===== src/rtl/bka_pkg.sv =====
// bka_pkg: shared types and defaults for the multiword Brent-Kung adder sequencer.
// Optional macro BKA_SUB_EN (subtract mode) is handled in the interface and top.
package bka_pkg;

  localparam int N_DEF     = 64;
  localparam int CNT_W_DEF = 8;

  typedef enum logic {
    IDLE = 1'b0,
    BUSY = 1'b1
  } seq_state_t;

endpackage


===== src/rtl/bka_multiword_add_seq_if.sv =====
// bka_multiword_add_seq_if: operand-in / sum-out valid-ready bundle.
// Macro BKA_SUB_EN adds the in_sub operand-mode signal.
interface bka_multiword_add_seq_if
  import bka_pkg::*;
#(
  parameter int N     = N_DEF,
  parameter int CNT_W = CNT_W_DEF
) ();

  logic             in_valid;
  logic             in_ready;
  logic [N-1:0]     in_a;
  logic [N-1:0]     in_b;
  logic             in_first;
  logic             in_last;
  logic             in_cin;
`ifdef BKA_SUB_EN
  logic             in_sub;
`endif
  logic             out_valid;
  logic             out_ready;
  logic [N-1:0]     out_sum;
  logic [CNT_W-1:0] out_idx;
  logic             out_last;
  logic             out_cout;

  modport master (
`ifdef BKA_SUB_EN
    output in_sub,
`endif
    output in_valid, in_a, in_b,
    output in_first, in_last, in_cin,
    input  in_ready,
    input  out_valid, out_sum, out_idx,
    input  out_last, out_cout,
    output out_ready
  );

  modport slave (
`ifdef BKA_SUB_EN
    input  in_sub,
`endif
    input  in_valid, in_a, in_b,
    input  in_first, in_last, in_cin,
    output in_ready,
    output out_valid, out_sum, out_idx,
    output out_last, out_cout,
    input  out_ready
  );

endinterface


===== src/rtl/brent_kung_paralell_prefixAdder.sv =====
// brent_kung_paralell_prefixAdder: combinational N-bit Brent-Kung adder.
// Carry-in is folded into bit 0 generate; requires N >= 2.
module brent_kung_paralell_prefixAdder #(
  parameter int N = 64
) (
  input  logic [N-1:0] a,
  input  logic [N-1:0] b,
  input  logic         cin,
  output logic [N-1:0] sum,
  output logic         cout
);

  localparam int L = (N > 1) ? $clog2(N) : 1;
  localparam int P = 1 << L;

  logic [P-1:0] p0;
  logic [P-1:0] gg;
  logic [P-1:0] pp;

  // up-sweep then down-sweep prefix tree over (g, p) pairs
  always_comb begin
    p0 = '0;
    gg = '0;
    p0[N-1:0] = a ^ b;
    gg[N-1:0] = a & b;
    gg[0] = gg[0] | (p0[0] & cin);
    pp = p0;
    for (int s = 1; s < P; s = s * 2) begin
      for (int i = 2 * s - 1; i < P; i = i + 2 * s) begin
        gg[i] = gg[i] | (pp[i] & gg[i-s]);
        pp[i] = pp[i] & pp[i-s];
      end
    end
    for (int s = P / 4; s >= 1; s = s / 2) begin
      for (int i = 3 * s - 1; i < P; i = i + 2 * s) begin
        gg[i] = gg[i] | (pp[i] & gg[i-s]);
      end
    end
    sum  = p0[N-1:0] ^ {gg[N-2:0], cin};
    cout = gg[N-1];
  end

endmodule


===== src/rtl/bka_multiword_add_seq.sv =====
// bka_multiword_add_seq: streams wide operands word by word through one adder.
// Macro BKA_SUB_EN enables A - B mode via in_sub latched on the first word.
module bka_multiword_add_seq
  import bka_pkg::*;
#(
  parameter int N     = N_DEF,
  parameter int CNT_W = CNT_W_DEF
) (
  input  logic clk,
  input  logic rst_n,
  bka_multiword_add_seq_if.slave bus,
  output logic busy,
  output logic err_seq,
  input  logic err_clr
);

  seq_state_t       state;
  seq_state_t       state_nxt;
  logic             acc;
  logic             first_eff;
  logic             seq_err;
  logic             wrap_err;
  logic             cin_eff;
  logic             carry_q;
  logic             add_cout;
  logic [N-1:0]     b_eff;
  logic [N-1:0]     add_sum;
  logic [CNT_W-1:0] cnt_q;
  logic [CNT_W-1:0] idx_cur;

  assign bus.in_ready = !bus.out_valid | bus.out_ready;
  assign acc = bus.in_valid & bus.in_ready;

  // a stray word in IDLE is handled as the start of a new operation
  assign first_eff = bus.in_first | (state == IDLE);
  assign idx_cur   = first_eff ? '0 : cnt_q;

  assign seq_err = acc & ((state == IDLE & !bus.in_first)
                        | (state == BUSY & bus.in_first));
  assign wrap_err = acc & !bus.in_last & (&idx_cur);

`ifdef BKA_SUB_EN
  logic sub_q;
  logic sub_eff;

  assign sub_eff = first_eff ? bus.in_sub : sub_q;
  assign b_eff   = sub_eff ? ~bus.in_b : bus.in_b;
  assign cin_eff = first_eff ? (bus.in_sub | bus.in_cin) : carry_q;

  // operation mode held for every word of the operation
  always_ff @(posedge clk or negedge rst_n) begin
    if (!rst_n) begin
      sub_q <= 1'b0;
    end else if (acc) begin
      sub_q <= sub_eff;
    end
  end
`else
  assign b_eff   = bus.in_b;
  assign cin_eff = first_eff ? bus.in_cin : carry_q;
`endif

  brent_kung_paralell_prefixAdder #(.N(N)) u_add (
    .a    (bus.in_a),
    .b    (b_eff),
    .cin  (cin_eff),
    .sum  (add_sum),
    .cout (add_cout)
  );

  // FSM state register
  always_ff @(posedge clk or negedge rst_n) begin
    if (!rst_n) begin
      state <= IDLE;
    end else begin
      state <= state_nxt;
    end
  end

  // FSM next state: any accepted word opens or closes by in_last
  always_comb begin
    state_nxt = state;
    if (acc) begin
      state_nxt = bus.in_last ? IDLE : BUSY;
    end
  end

  // FSM outputs
  always_comb begin
    busy = (state == BUSY);
  end

  // carry chain and word index between words
  always_ff @(posedge clk or negedge rst_n) begin
    if (!rst_n) begin
      carry_q <= 1'b0;
      cnt_q   <= '0;
    end else if (acc) begin
      carry_q <= add_cout;
      cnt_q   <= idx_cur + CNT_W'(1);
    end
  end

  // single output register; holds while the consumer stalls
  always_ff @(posedge clk or negedge rst_n) begin
    if (!rst_n) begin
      bus.out_valid <= 1'b0;
      bus.out_sum   <= '0;
      bus.out_idx   <= '0;
      bus.out_last  <= 1'b0;
      bus.out_cout  <= 1'b0;
    end else if (acc) begin
      bus.out_valid <= 1'b1;
      bus.out_sum   <= add_sum;
      bus.out_idx   <= idx_cur;
      bus.out_last  <= bus.in_last;
      bus.out_cout  <= bus.in_last & add_cout;
    end else if (bus.out_ready) begin
      bus.out_valid <= 1'b0;
    end
  end

  // sticky error flag; a new error beats a clear
  always_ff @(posedge clk or negedge rst_n) begin
    if (!rst_n) begin
      err_seq <= 1'b0;
    end else if (seq_err | wrap_err) begin
      err_seq <= 1'b1;
    end else if (err_clr) begin
      err_seq <= 1'b0;
    end
  end

endmodule


===== src/flat_wrapper.sv =====
// flat-port wrapper written by rule: the top's interface ports become plain ports
module bka_multiword_add_seq_flat import bka_pkg::*;
#(
  parameter int N     = N_DEF,
  parameter int CNT_W = CNT_W_DEF
)
  (clk, rst_n, busy, err_seq, err_clr, bus_in_valid, bus_in_a, bus_in_b, bus_in_first, bus_in_last, bus_in_cin, bus_in_ready, bus_out_valid, bus_out_sum, bus_out_idx, bus_out_last, bus_out_cout, bus_out_ready);
  bka_multiword_add_seq_if #(.N(N), .CNT_W(CNT_W)) bus_i ();
  input  logic clk;
  input  logic rst_n;
  output logic busy;
  output logic err_seq;
  input  logic err_clr;
  input wire logic [$bits(bus_i.in_valid)-1:0] bus_in_valid;
  input wire logic [$bits(bus_i.in_a)-1:0] bus_in_a;
  input wire logic [$bits(bus_i.in_b)-1:0] bus_in_b;
  input wire logic [$bits(bus_i.in_first)-1:0] bus_in_first;
  input wire logic [$bits(bus_i.in_last)-1:0] bus_in_last;
  input wire logic [$bits(bus_i.in_cin)-1:0] bus_in_cin;
  output wire logic [$bits(bus_i.in_ready)-1:0] bus_in_ready;
  output wire logic [$bits(bus_i.out_valid)-1:0] bus_out_valid;
  output wire logic [$bits(bus_i.out_sum)-1:0] bus_out_sum;
  output wire logic [$bits(bus_i.out_idx)-1:0] bus_out_idx;
  output wire logic [$bits(bus_i.out_last)-1:0] bus_out_last;
  output wire logic [$bits(bus_i.out_cout)-1:0] bus_out_cout;
  input wire logic [$bits(bus_i.out_ready)-1:0] bus_out_ready;
  assign bus_i.in_valid = bus_in_valid;
  assign bus_i.in_a = bus_in_a;
  assign bus_i.in_b = bus_in_b;
  assign bus_i.in_first = bus_in_first;
  assign bus_i.in_last = bus_in_last;
  assign bus_i.in_cin = bus_in_cin;
  assign bus_in_ready = bus_i.in_ready;
  assign bus_out_valid = bus_i.out_valid;
  assign bus_out_sum = bus_i.out_sum;
  assign bus_out_idx = bus_i.out_idx;
  assign bus_out_last = bus_i.out_last;
  assign bus_out_cout = bus_i.out_cout;
  assign bus_i.out_ready = bus_out_ready;
  bka_multiword_add_seq #(.N(N), .CNT_W(CNT_W)) u_core (.clk(clk), .rst_n(rst_n), .bus(bus_i), .busy(busy), .err_seq(err_seq), .err_clr(err_clr));
endmodule

===== config.mk =====
export PLATFORM = sky130hd
export DESIGN_NAME = bka_multiword_add_seq_flat
export DESIGN_NICKNAME = d
export VERILOG_FILES = /design/src/rtl/bka_pkg.sv /design/src/rtl/bka_multiword_add_seq_if.sv /design/src/rtl/brent_kung_paralell_prefixAdder.sv /design/src/rtl/bka_multiword_add_seq.sv /design/src/flat_wrapper.sv
export SDC_FILE = /design/constraint.sdc
export NUM_CORES = 1
export LEC_CHECK = 0
export CAP_MARGIN = 20
export CORE_ASPECT_RATIO = 0.9
export CORE_UTILIZATION = 46
export CTS_CLUSTER_DIAMETER = 120
export DETAILED_ROUTE_END_ITERATION = 8
export HOLD_SLACK_MARGIN = 0.12
export PLACE_DENSITY = 0.92
export SLEW_MARGIN = 20
export SYNTH_ARGS = -nofsm -noshare
export SYNTH_HDL_FRONTEND = slang
export SYNTH_SLANG_ARGS = --single-unit

===== constraint.sdc =====
create_clock -name clk -period 4.7 [get_ports clk]
set_input_delay 0.705 -clock clk [delete_from_list [all_inputs] [get_ports clk]]
set_output_delay 0.705 -clock clk [all_outputs]
set_load 0.02 [all_outputs]

==> results of run 1 <==
==> cells by family (layout without fill, tap and decap cells) <==
kind of cell | count (synthesis) | after routing
buffers and inverters | 43 | 272
AOI/OAI and AO/OA | 140 | 140
DFF | 86 | 86
adders and majority gates | 97 | 97
and+or+nand+nor | 229 | 229
xor gates and xnor gates | 32 | 32
muxes | 3 | 3
==> layer usage <==
layer,vias to the layer above,part of all wire,GRT usage
li1,2592,-,-
met1,2595,0.40,0.290
met2,183,0.51,0.441
met3,34,0.058,0.0643
met4,0,0.028,0.101
met5,-,0,0
==> final cells by class <==
cell class,count,share of cell area
clock buffer,9,0.0258
multi-input combinational,501,0.424
inverter,23,0.00989
clock inverter,7,0.00931
sequential,86,0.246
timing repair buffer,233,0.261
tap,164,0.0235
==> critical path: cells and delay by family <==
family / cells / cell delay, ns
adder cells (fa/ha/maj): 3 / 1.32
AO/OA/AOI/OAI: 5 / 1.01
AND/OR/NAND/NOR: 6 / 0.85
buffers and inverters: 3 / 0.67
multiplexers: 1 / 0.29
==> through the flow <==
step	power (mW)	util	worst slack (ns)
detailed placement	2.07	0.660	-0.463
finish	2.81	0.691	0.119
global placement	2.02	0.660	-0.296
global route	2.98	0.691	-0.0442
CTS	2.82	0.686	0.0384
floorplan	1.51	-	0.0846
==> repair_timing <==
| action | 4_1_cts | 5_1_grt |
|---|---|---|
| gates resized for setup | 3 | 15 |
| pin swaps | 4 | 13 |
| hold endpoints to repair | 0 | 0 |
| setup endpoints to repair | 9 | 12 |
| setup buffers | 1 | 2 |
==> worst max-delay path by stage <==
stage	from	end	slack, ns	depth (start not counted)
after floorplan	bus_in_first	u_core.bus.out_sum[63]	0.08	17
after global placement	bus_in_first	u_core.bus.out_sum[43]	-0.30	20
after detailed placement	bus_in_first	u_core.bus.out_sum[43]	-0.46	20
after CTS	bus_in_first	u_core.bus.out_sum[61]	0.04	18
after global routing	bus_in_cin	u_core.bus.out_sum[43]	-0.04	18
final	bus_in_cin	u_core.bus.out_sum[42]	0.12	18
==> cells in the final DEF, fill, tap and decap left out, drive strengths merged, types with 9 or more instances in the layout <==
| cell type | n |
|---|---|
| clkdlybuf4s50 | 211 |
| nand2 | 171 |
| dfrtp | 86 |
| ha | 64 |
| o21ai | 64 |
| fa | 33 |
| a21oi | 32 |
| xnor2 | 27 |
| inv | 25 |
| buf | 21 |
| a21o | 17 |
| nand3 | 12 |
| nor2 | 12 |
| nand4 | 9 |
| clkbuf | 9 |
==> power by group through the flow <==
stage,combinational (mW),sequential [mW],clock [mW]
after CTS,1.11,0.955,0.756
after global routing,1.22,0.972,0.786
after global placement,1.06,0.960,0
final,1.11,0.954,0.737
after detailed placement,1.10,0.966,0
after floorplan,0.387,1.12,0
==> flip-flops by register name, summed over array words and instances, names as in the netlist <==
signal	flops
u_core.busy	1
u_core.bus.out_cout	1
u_core.bus.out_idx	8
u_core.bus.out_sum	64
u_core.bus.out_valid	1
u_core.cnt_q	8
u_core.carry_q	1
u_core.err_seq	1
u_core.bus.out_last	1
==> out/summary.txt, run 1 <==
Post-CTS Hold Buffers: 0
Worst-Skew Late Latency: 0.34 ns
Wire length of the first global-routing pass: 25900 µm
Kind of critical path: input pin to register
Fraction of layout instances using a drive strength above 1: 0.0827
Total net switching power: 0.963 mW
Count of nets after finishing: 1087
CP Cell Sequence: clkdlybuf4s50_1 > mux2_4 > fa_2 > fa_2 > a211o_1 > a211oi_2 > or4b_4 > a211oi_4 > nor4b_4 > buf_4 > nor2_2 > nor2_2 > inv_2 > a21oi_4 > o21ai_2 > fa_2 > nand2_1 > nand2_1
Clock Pin Slew Worst Setup and Hold Paths: 0.07 ns
Standard-cell rows: 39
Static leakage power: 4.03 nW
Placed Area: 8350 µm²
P&R area growth vs syn: 46.8%
Post-detail-place hpwl: 12500 µm
Xor-xnor portion of the synthesized cell area: 0.0471
Number of detailed-routing iterations run before antenna repair: 5
Share of power burned in registers: 0.340
Top-level I/O count: 214
Async set-reset flop share out of synthesis: 1.00
Slowest cell on crit path: fa_2
Cell with the most instances on the worst path: fa_2
Cell count after placement: 1004
Largest net degree at the start of global routing: 63
Filler instances: 929
Final Max Slew Viols: 0
Capturing element type of the critical path: register
Most frequent cells after synthesis: nand2_1 (171), dfrtp_1 (86), ha_1 (64)
Deepest clock path buffer count: 2
Number of clock buffers inserted by TritonCTS: 9
FF-to-FF setup slack: 0.26 ns
Root buf cell: clkbuf_16
Global route overflow: 0
Mean instance size in the synthesized netlist: 9.44 µm²
DRC viols: 0
Synthesized instance count: 630
Power density of the placed cells: 321 nW/µm²
Fraction of the mapped netlist area in compound gates: 0.147
Syn Nets: 863
Switching Share: 0.343
Post-detailed-route count of antenna-violating nets: 0
Basic-gate share of the synthesized area counting and, or, nand and nor cells: 0.166
Most used flip-flop cell after synthesis: dfrtp_1
Status: finished, final reports clean
Worst Tran Pin Value: 0.983 ns
Number of global-route vias before repair: 5519
Portion of the post-synthesis area used by sequential elements: 0.362
Initial Util: 0.471
Total via count after detailed routing: 5404
Post-synthesis register bit count: 86
Number of antenna violations at the first check in global routing: 0
Worst r2r src: u_core.busy
Highest ir drop seen on vdd: 0.267 mV
Core footprint: 12600 µm²
Internal power consumption: 1.84 mW
Post-synthesis mux area share: 0.00568
PortBufs: 213
Clock sinks: 86
Arithmetic-cell share of the synthesized area counting full adders, half adders and majority gates: 0.246
Number of maximum-capacitance constraint violations: 0
Count of distinct cell types in the synthesized netlist: 47
Required time of the critical path: 4.98 ns
Endpoint arrival time on the critical path: 4.86 ns
Kind of start point of the critical path: input pin
Synthesized area: 5950 µm²
Final period utilization: 0.975
Most frequently used cell type in the post-synthesis netlist: nand2_1
Largest area contributor in the synthesized netlist: dfrtp_1
Post-route design area: 8730 µm²
Final standard cell count with taps included and fillers excluded: 1023
Global Route Usage Sum: 0.250
Post-route setup TNS: 0 ns
Average routed wire per standard cell: 15.8 µm
Worst slew margin relative to its limit: 0.344
Classification of the worst-slack hold path: input pin to asynchronous set/reset pin
Cell types occupying the most area after synthesis: dfrtp_1 (36%), ha_1 (13%), fa_1 (11%)
Count of endpoints failing setup in the final report: 0
Worst hold-check slack: 0.353 ns
Maximum fanout along the worst path: 4
Die outline area: 13400 µm²
Count of final hold-check violations: 0
Sum of routed wire length over all layers: 16100 µm
Worst path max stage delay: 0.56 ns
Number of synthesis warnings: 0
Detailed router's first-iteration violation count: 249
Clock period minus worst slack: 4.58 ns
Number of antenna cells inserted: 0
Weighted congestion reported at the end of routability-driven placement: 0.839
Largest family of logic cells by synthesized area: adder cells
Logic depth of the worst register-to-register path: 18
Area used by sequential logic in the layout: 2150 µm²
Die width: 122 µm
Upper clock frequency limit: 218 MHz
Comb power frac: 0.397
Total area of multi-input combinational cells: 3700 µm²
Die Y: 110 µm
R2R Path End: u_core.bus.out_sum[42]
H-tree depth: 3
Clock tree skew after final layout: 0.00706 ns
Clock share of power: 0.263
Number of enable flip-flop cells after synthesis: 0
Area share of the largest cell type after synthesis: 0.362
CTS tree: built
Post-DR vias/cell: 5.28
Power figures use the tool's default switching activity.
==> run 2, diff against run 1 <==
--- a/config.mk
+++ b/config.mk
@@ -5,13 +5,13 @@
 export SDC_FILE = /design/constraint.sdc
 export NUM_CORES = 1
 export LEC_CHECK = 0
-export CAP_MARGIN = 20
+export ABC_AREA = 1
 export CORE_ASPECT_RATIO = 0.9
-export CORE_UTILIZATION = 46
+export CORE_UTILIZATION = 30
 export CTS_CLUSTER_DIAMETER = 120
 export DETAILED_ROUTE_END_ITERATION = 8
 export HOLD_SLACK_MARGIN = 0.12
-export PLACE_DENSITY = 0.92
+export PLACE_DENSITY = 0.67
 export SLEW_MARGIN = 20
 export SYNTH_ARGS = -nofsm -noshare
 export SYNTH_HDL_FRONTEND = slang
==> run 2 against run 1 <==
- via count decreased by 4.8%
- synthesized area increased by 0.90%
- critical path depth increased by 7
- fmax increased by 13%
- clock skew about the same
- final area increased by 0.26%
- synthesized cell count increased by 7.9%
==> out/summary.txt, run 2 <==
Worst Tran Pin Value: 0.651 ns (-0.332 ns)
Cell count after placement: 1131 (+13%)
Endpoint arrival time on the critical path: 4.26 ns (-0.60 ns)
Deepest clock path buffer count: 2 (unchanged)
Die width: 151 µm (+24%)
Worst path max stage delay: 0.40 ns (-0.16 ns)
Cells resized by post-CTS repair: 0 (-3)
Portion of the post-synthesis area used by sequential elements: 0.358 (-0.00324)
Gr busiest metal: met2
Fraction of layout instances using a drive strength above 1: 0.0591 (-0.0236)
Final standard cell count with taps included and fillers excluded: 1147 (+12%)
Post-detail-place hpwl: 12600 µm (+0.64%)
Post-synthesis register bit count: 86 (unchanged)
Worst path top cell family by delay: adder cells
FF-to-FF setup slack: 1.04 ns (+0.78 ns)
Average routed wire per standard cell: 13.7 µm (-13%)
Die Y: 136 µm (+24%)
Post-route setup TNS: 0 ns (unchanged)
Worst-Skew Late Latency: 0.34 ns (about the same)
Slowest cell on crit path: clkdlybuf4s50_1
Total area of multi-input combinational cells: 3600 µm² (-2.8%)
CTS tree: built
Share of power burned in registers: 0.335 (-0.005)
Clock tree skew after final layout: 0.00659 ns (-0.000469 ns)
Most frequent cells after synthesis: nand2_1 (226), dfrtp_1 (86), ha_1 (64)
Top-level I/O count: 214 (unchanged)
Most frequently used cell type in the post-synthesis netlist: nand2_1
Highest ir drop seen on vdd: 0.191 mV (-28%)
Max FFs per register: 64 (unchanged)
Total via count after detailed routing: 5146 (-4.8%)
Switching Share: 0.342 (-0.00136)
Kind of start point of the critical path: input pin
Count of buffers added by post-CTS timing repair for setup: 0 (-1)
Setup repair after global routing missed its margin: false
Number of antenna violations at the first check in global routing: 0 (unchanged)
Number of antenna cells inserted: 0 (unchanged)
Most flops, register: u_core.bus.out_sum
Filler instances: 1878 (+100%)
Internal power consumption: 1.89 mW (+2.7%)
Syn Nets: 913 (+5.8%)
Synthesized instance count: 680 (+7.9%)
Sum of routed wire length over all layers: 15700 µm (-2.5%)
Detailed router's first-iteration violation count: 176 (-29%)
Classification of the worst-slack hold path: input pin to asynchronous set/reset pin
Power density of the placed cells: 329 nW/µm² (+2.2%)
Static leakage power: 4.10 nW (+1.9%)
Number of maximum-capacitance constraint violations: 0 (unchanged)
Count of final hold-check violations: 0 (unchanged)
Standard-cell rows: 48 (+23%)
Most common cell after layout, fill and taps aside: nand2_1
Root buf cell: clkbuf_16
Largest area contributor in the synthesized netlist: dfrtp_1
Final worst slack: 0.634 ns (+0.515 ns)
Final Max Slew Viols: 0 (unchanged)
Core footprint: 19400 µm² (+53%)
Count of endpoints failing setup in the final report: 0 (unchanged)
Area used by sequential logic in the layout: 2150 µm² (unchanged)
Largest net degree at the start of global routing: 68 (+7.9%)
Kind of critical path: input pin to register
Synthesized area: 6000 µm² (+0.90%)
Place WS: 0.245 ns (+0.708 ns)
Number of clock buffers inserted by TritonCTS: 9 (unchanged)
Comb power frac: 0.386 (-0.011)
Number of detailed-routing iterations run before antenna repair: 4 (-1)
Power Total: 2.88 mW (+2.5%)
Most used flip-flop cell after synthesis: dfrtp_1
Worst slew margin relative to its limit: 0.566 (+0.221)
Clock Pin Slew Worst Setup and Hold Paths: 0.07 ns (about the same)
Weighted congestion reported at the end of routability-driven placement: 0.845 (+0.67%)
Clock period minus worst slack: 4.07 ns (-0.515 ns)
PortBufs: 213 (unchanged)
Mean instance size in the synthesized netlist: 8.83 µm² (-6.5%)
DRC viols: 0 (unchanged)
Initial Util: 0.309 (-0.161)
Met1 demand-to-capacity share in global routing: 0.211 (-0.0793)
GR Layer Usage met2: 0.268 (-0.173)
Number of enable flip-flop cells after synthesis: 0 (unchanged)
Number of buffers and inverters on the critical path: 3 (unchanged)
Die outline area: 20600 µm² (+54%)
P&R area growth vs syn: 45.9%
Count of distinct cell types in the synthesized netlist: 33 (-30%)
Commonest non-fill, non-tap cells in the layout: nand2_1 (225), clkdlybuf4s50_1 (212), dfrtp_1 (86), ha_1 (64), inv_1 (50)
Area share of the largest cell type after synthesis: 0.358 (-0.00324)
Wire length of the first global-routing pass: 26000 µm (+0.45%)
Number of global-route vias before repair: 5352 (-3.0%)
Async set-reset flop share out of synthesis: 1.00 (unchanged)
Post-CTS Hold Buffers: 0 (unchanged)
Upper clock frequency limit: 246 MHz (+13%)
Cell types occupying the most area after synthesis: dfrtp_1 (36%), nand2_1 (14%), ha_1 (13%)
Global route overflow: 0 (unchanged)
Required time of the critical path: 4.90 ns (-0.08 ns)
Top flop regs: u_core.bus.out_sum x64, u_core.bus.out_idx x8, u_core.cnt_q x8
Global Route Usage Sum: 0.162 (-0.0884)
Met3 demand-to-capacity share in global routing: 0.0393 (-0.0251)
Total net switching power: 0.983 mW (+2.1%)
Capturing element type of the critical path: register
Util after Layout: 0.451 (-0.240)
Count of nets after finishing: 1125 (+3.5%)
Final period utilization: 0.865 (-0.110)
Post-DR vias/cell: 4.49 (-15%)
Cell with the most instances on the worst path: nand2_1
Clock sinks: 86 (unchanged)
Clock share of power: 0.279 (+0.016)
Post-detailed-route count of antenna-violating nets: 0 (unchanged)
Number of synthesis warnings: 0 (unchanged)
Status: finished, final reports clean
H-tree depth: 3 (unchanged)
Maximum fanout along the worst path: 8 (+4)
## run 2: area by class of cell
cell class,instances,area share
Multi-Input combinational cell,525,0.411
Timing Repair Buffer,219,0.248
Sequential cell,86,0.246
Tap cell,250,0.0357
Clock buffer,9,0.0257
Inverter,51,0.0219
Clock inverter,7,0.0117
## run 2: power by group through the flow
stage	clock network (mW)	registers [mW]	logic (mW)
floorplan	0	1.14	0.402
global placement	0	0.975	1.12
detailed placement	0	0.977	1.12
CTS	0.830	0.966	1.13
global route	0.854	0.983	1.23
finish	0.803	0.964	1.11
## run 2: path summary, 6_finish.rpt
check,start,end,cells past startpoint
max in group asynchronous,rst_n,u_core.cnt_q[4],2
min in group clk,u_core.bus.out_sum[34],u_core.bus.out_sum[34],2
worst max register to register,u_core.busy,u_core.bus.out_sum[55],23
worst min register to register,u_core.bus.out_sum[34],u_core.bus.out_sum[34],2
worst min-delay path,rst_n,u_core.bus.out_sum[23],1
worst max-delay path,bus_in_first,u_core.bus.out_sum[55],25
## run 2: through the flow
stage / hold slack, ns / area [µm²]
after floorplan: 0.409 / 6000
after global routing: 0.392 / 8760
final: 0.353 / 8760
after CTS: 0.365 / 8760
after detailed placement: 0.464 / 8430
after global placement: 0.462 / 8430
## run 2: routing by layer
metal	wire, µm	part of all wire
met5	0	0
met2	7390	0.47
met3	842	0.054
met4	176	0.011
met1	7310	0.46
## run 2: cells by family after synthesis
family | share of synthesized area
XOR/XNOR | 0.0496
AND/OR/NAND/NOR | 0.212
buffers and inverters | 0.0436
AO/OA/AOI/OAI | 0.0925
adder cells (fa/ha/maj) | 0.243
flip-flops | 0.358
## run 2: worst reg2reg max path, cell delays in order, from the launching register on
cell,delay [ns]
dfrtp_1,0.38
ha_1,0.34
inv_1,0.13
nand2_1,0.08
nand2_1,0.06
fa_1,0.38
fa_1,0.40
nand2_1,0.07
nand2_1,0.06
nand3_1,0.09
nand2_2,0.08
nand2_1,0.08
nand2_2,0.08
nand2_2,0.08
nand2_4,0.08
nand2_4,0.08
nand2_4,0.08
nand2_1,0.07
nand3_1,0.11
nand3_1,0.09
nand2_1,0.07
fa_1,0.38
xnor2_1,0.16
o21ai_0,0.09
==> variant (config.mk and constraints of run 1) <==
Register the output `err_seq` once more, cleared by the reset; this adds one clock of latency there. The other outputs are not delayed to match.
--- a/src/rtl/bka_multiword_add_seq.sv
+++ b/src/rtl/bka_multiword_add_seq.sv
@@ -13,6 +13,8 @@
   output logic err_seq,
   input  logic err_clr
 );
+
+  logic err_seq_s0;
 
   seq_state_t       state;
   seq_state_t       state_nxt;
@@ -123,11 +125,19 @@
   // sticky error flag; a new error beats a clear
   always_ff @(posedge clk or negedge rst_n) begin
     if (!rst_n) begin
-      err_seq <= 1'b0;
+      err_seq_s0 <= 1'b0;
     end else if (seq_err | wrap_err) begin
-      err_seq <= 1'b1;
+      err_seq_s0 <= 1'b1;
     end else if (err_clr) begin
-      err_seq <= 1'b0;
+      err_seq_s0 <= 1'b0;
+    end
+  end
+
+  always_ff @(posedge clk or negedge rst_n) begin
+    if (!rst_n) begin
+      err_seq <= '0;
+    end else begin
+      err_seq <= err_seq_s0;
     end
   end
 
Function: changed (Yosys sat finds a counterexample within 4 cycles, from zero or initial values and one cycle with rst_n low).
==> variant against run 1 <==
Sequential cell count grew 1; cell area fell by 0.37%; synthesized area is 0.61% higher; largest power group unchanged; fmax increased by 1.8%; total power fell by 0.21%; highest routed layer unchanged; first-iteration DRC count is 4.0% lower; non-clock buffer count is 3 lower; setup slack improved by 0.083 ns; wire length decreased by 0.27%.
==> variant: results (changes against run 1) <==
WP data arrival: 4.71 ns (was 4.86 ns)
Net Sw Frac: 0.341 (was 0.343)
ys async rst share: 1.00 (unchanged)
Distinct cells, synth: 50 (was 47)
hold_ws: 0.382 ns (was 0.353 ns)
ratio of cells with drive above 1 in the final layout: 0.0568 (was 0.0827)
syn_nets: 868 (was 863)
Nets: 1090 (was 1087)
worst clock skew: 0.00745 ns (was 0.00706 ns)
routed wire length: 16.1 mm (about the same)
htree depth: 3 (unchanged)
Post-Place Cells: 1010 (was 1004)
first-pass GRT wire length: 26.1 mm (was 25.9 mm)
min-delay worst type: flop to flop (was primary input to async pin)
Routability Congestion: 0.867 (was 0.839)
Wirelength per Cell: 15.7 um (was 15.8 um)
Lkg Pwr: 0.00399 uW (was 0.00403 uW)
Synth area leaders: dfrtp_1 36%, ha_1 13%, fa_1 11% (unchanged)
synthesized area per cell: 9.43 sq um (was 9.44 sq um)
hpwl dp: 12.4 mm (was 12.5 mm)
FILL cells: 975 (was 929)
worst-skew pair later-pin latency: 0.36 ns (was 0.34 ns)
setup bufs post-CTS: 0 (was 1)
iteration-0 DRC count of the detailed router: 239 (was 249)
sequential element share of the synthesized area: 0.364 (was 0.362)
vias in the first global route: 5439 (was 5519)
Tightest Pin Transition: 0.767 ns (was 0.983 ns)
maximum vdd drop: 0.000238 V (was 0.000267 V)
Area after DPL: 0.00839 sq mm (was 0.00835 sq mm)
Largest regs: u_core.bus.out_sum: 64 flops, u_core.bus.out_idx: 8 flops, u_core.cnt_q: 8 flops (unchanged)
pin count of the biggest net entering global routing: 115 (was 63)
outcome: finished, final reports clean (unchanged)
R2R setup slack: 0.65 ns (was 0.26 ns)
vias per cell: 5.23 (was 5.28)
-- variant: repair_timing --
action	CTS	global route
hold endpoints to repair	0	0
setup endpoints to repair	0	2
resized for setup	0	2
-- variant: power groups by stage --
stage,Sequential [uW],Combinational (uW),Clock (uW)
6_report,962,1100,739
4_1_cts,963,1100,752
5_1_grt,979,1210,782
2_1_floorplan,1130,384,0
3_5_place_dp,973,1100,0
3_3_place_gp,970,1070,0
-- variant: area by class of cell --
class	count	share of cell area
Multi-Input combinational cell	510	0.424
Timing Repair Buffer	230	0.259
Sequential cell	87	0.250
Clock buffer	10	0.0263
Tap cell	164	0.0236
Inverter	19	0.00820
Clock inverter	6	0.00791
-- variant: worst max-delay path, stage by stage --
cell	delay, ns
clkdlybuf4s50_1	0.46
inv_1	0.04
ha_1	0.20
mux2_2	0.28
fa_1	0.37
fa_1	0.44
a211oi_2	0.22
o21ai_2	0.11
o21bai_4	0.18
a211oi_1	0.10
o31a_1	0.29
a21boi_2	0.17
inv_2	0.06
a21o_1	0.20
a21bo_1	0.21
fa_1	0.38
xnor2_1	0.19
o21ai_0	0.09
-- variant: worst paths after layout --
check | from | to | cells after the start
max in group asynchronous | rst_n | u_core.bus.out_sum[26] | 2
min in group asynchronous | rst_n | u_core.err_seq | 1
hold reg to reg | u_core.err_seq_s0 | u_core.err_seq | 0
hold / removal | u_core.err_seq_s0 | u_core.err_seq | 0
setup reg to reg | u_core.busy | u_core.bus.out_sum[51] | 16
setup / recovery | bus_in_first | u_core.bus.out_sum[51] | 18
-- variant: through the flow --
| stage | util | worst slack (ns) |
|---|---|---|
| 2_1_floorplan | - | 0.290 |
| 3_3_place_gp | 0.661 | -0.136 |
| 3_5_place_dp | 0.661 | -0.237 |
| 4_1_cts | 0.684 | 0.0684 |
| 5_1_grt | 0.686 | 0.0219 |
| 6_report | 0.686 | 0.202 |
-- variant: routing by layer --
layer,GRT usage,part of all wire
met1,0.305,0.41
met2,0.438,0.51
met3,0.0664,0.059
met4,0.0793,0.018
met5,0,0
-- variant: kinds of logic after synthesis --
kind of cell               synth area share
AOI/OAI and AO/OA                     0.153
xor gates and xnor gates             0.0454
adders and majority gates             0.244
buffers and inverters                0.0238
DFF                                   0.364
muxes                               0.00564
and+or+nand+nor                       0.165
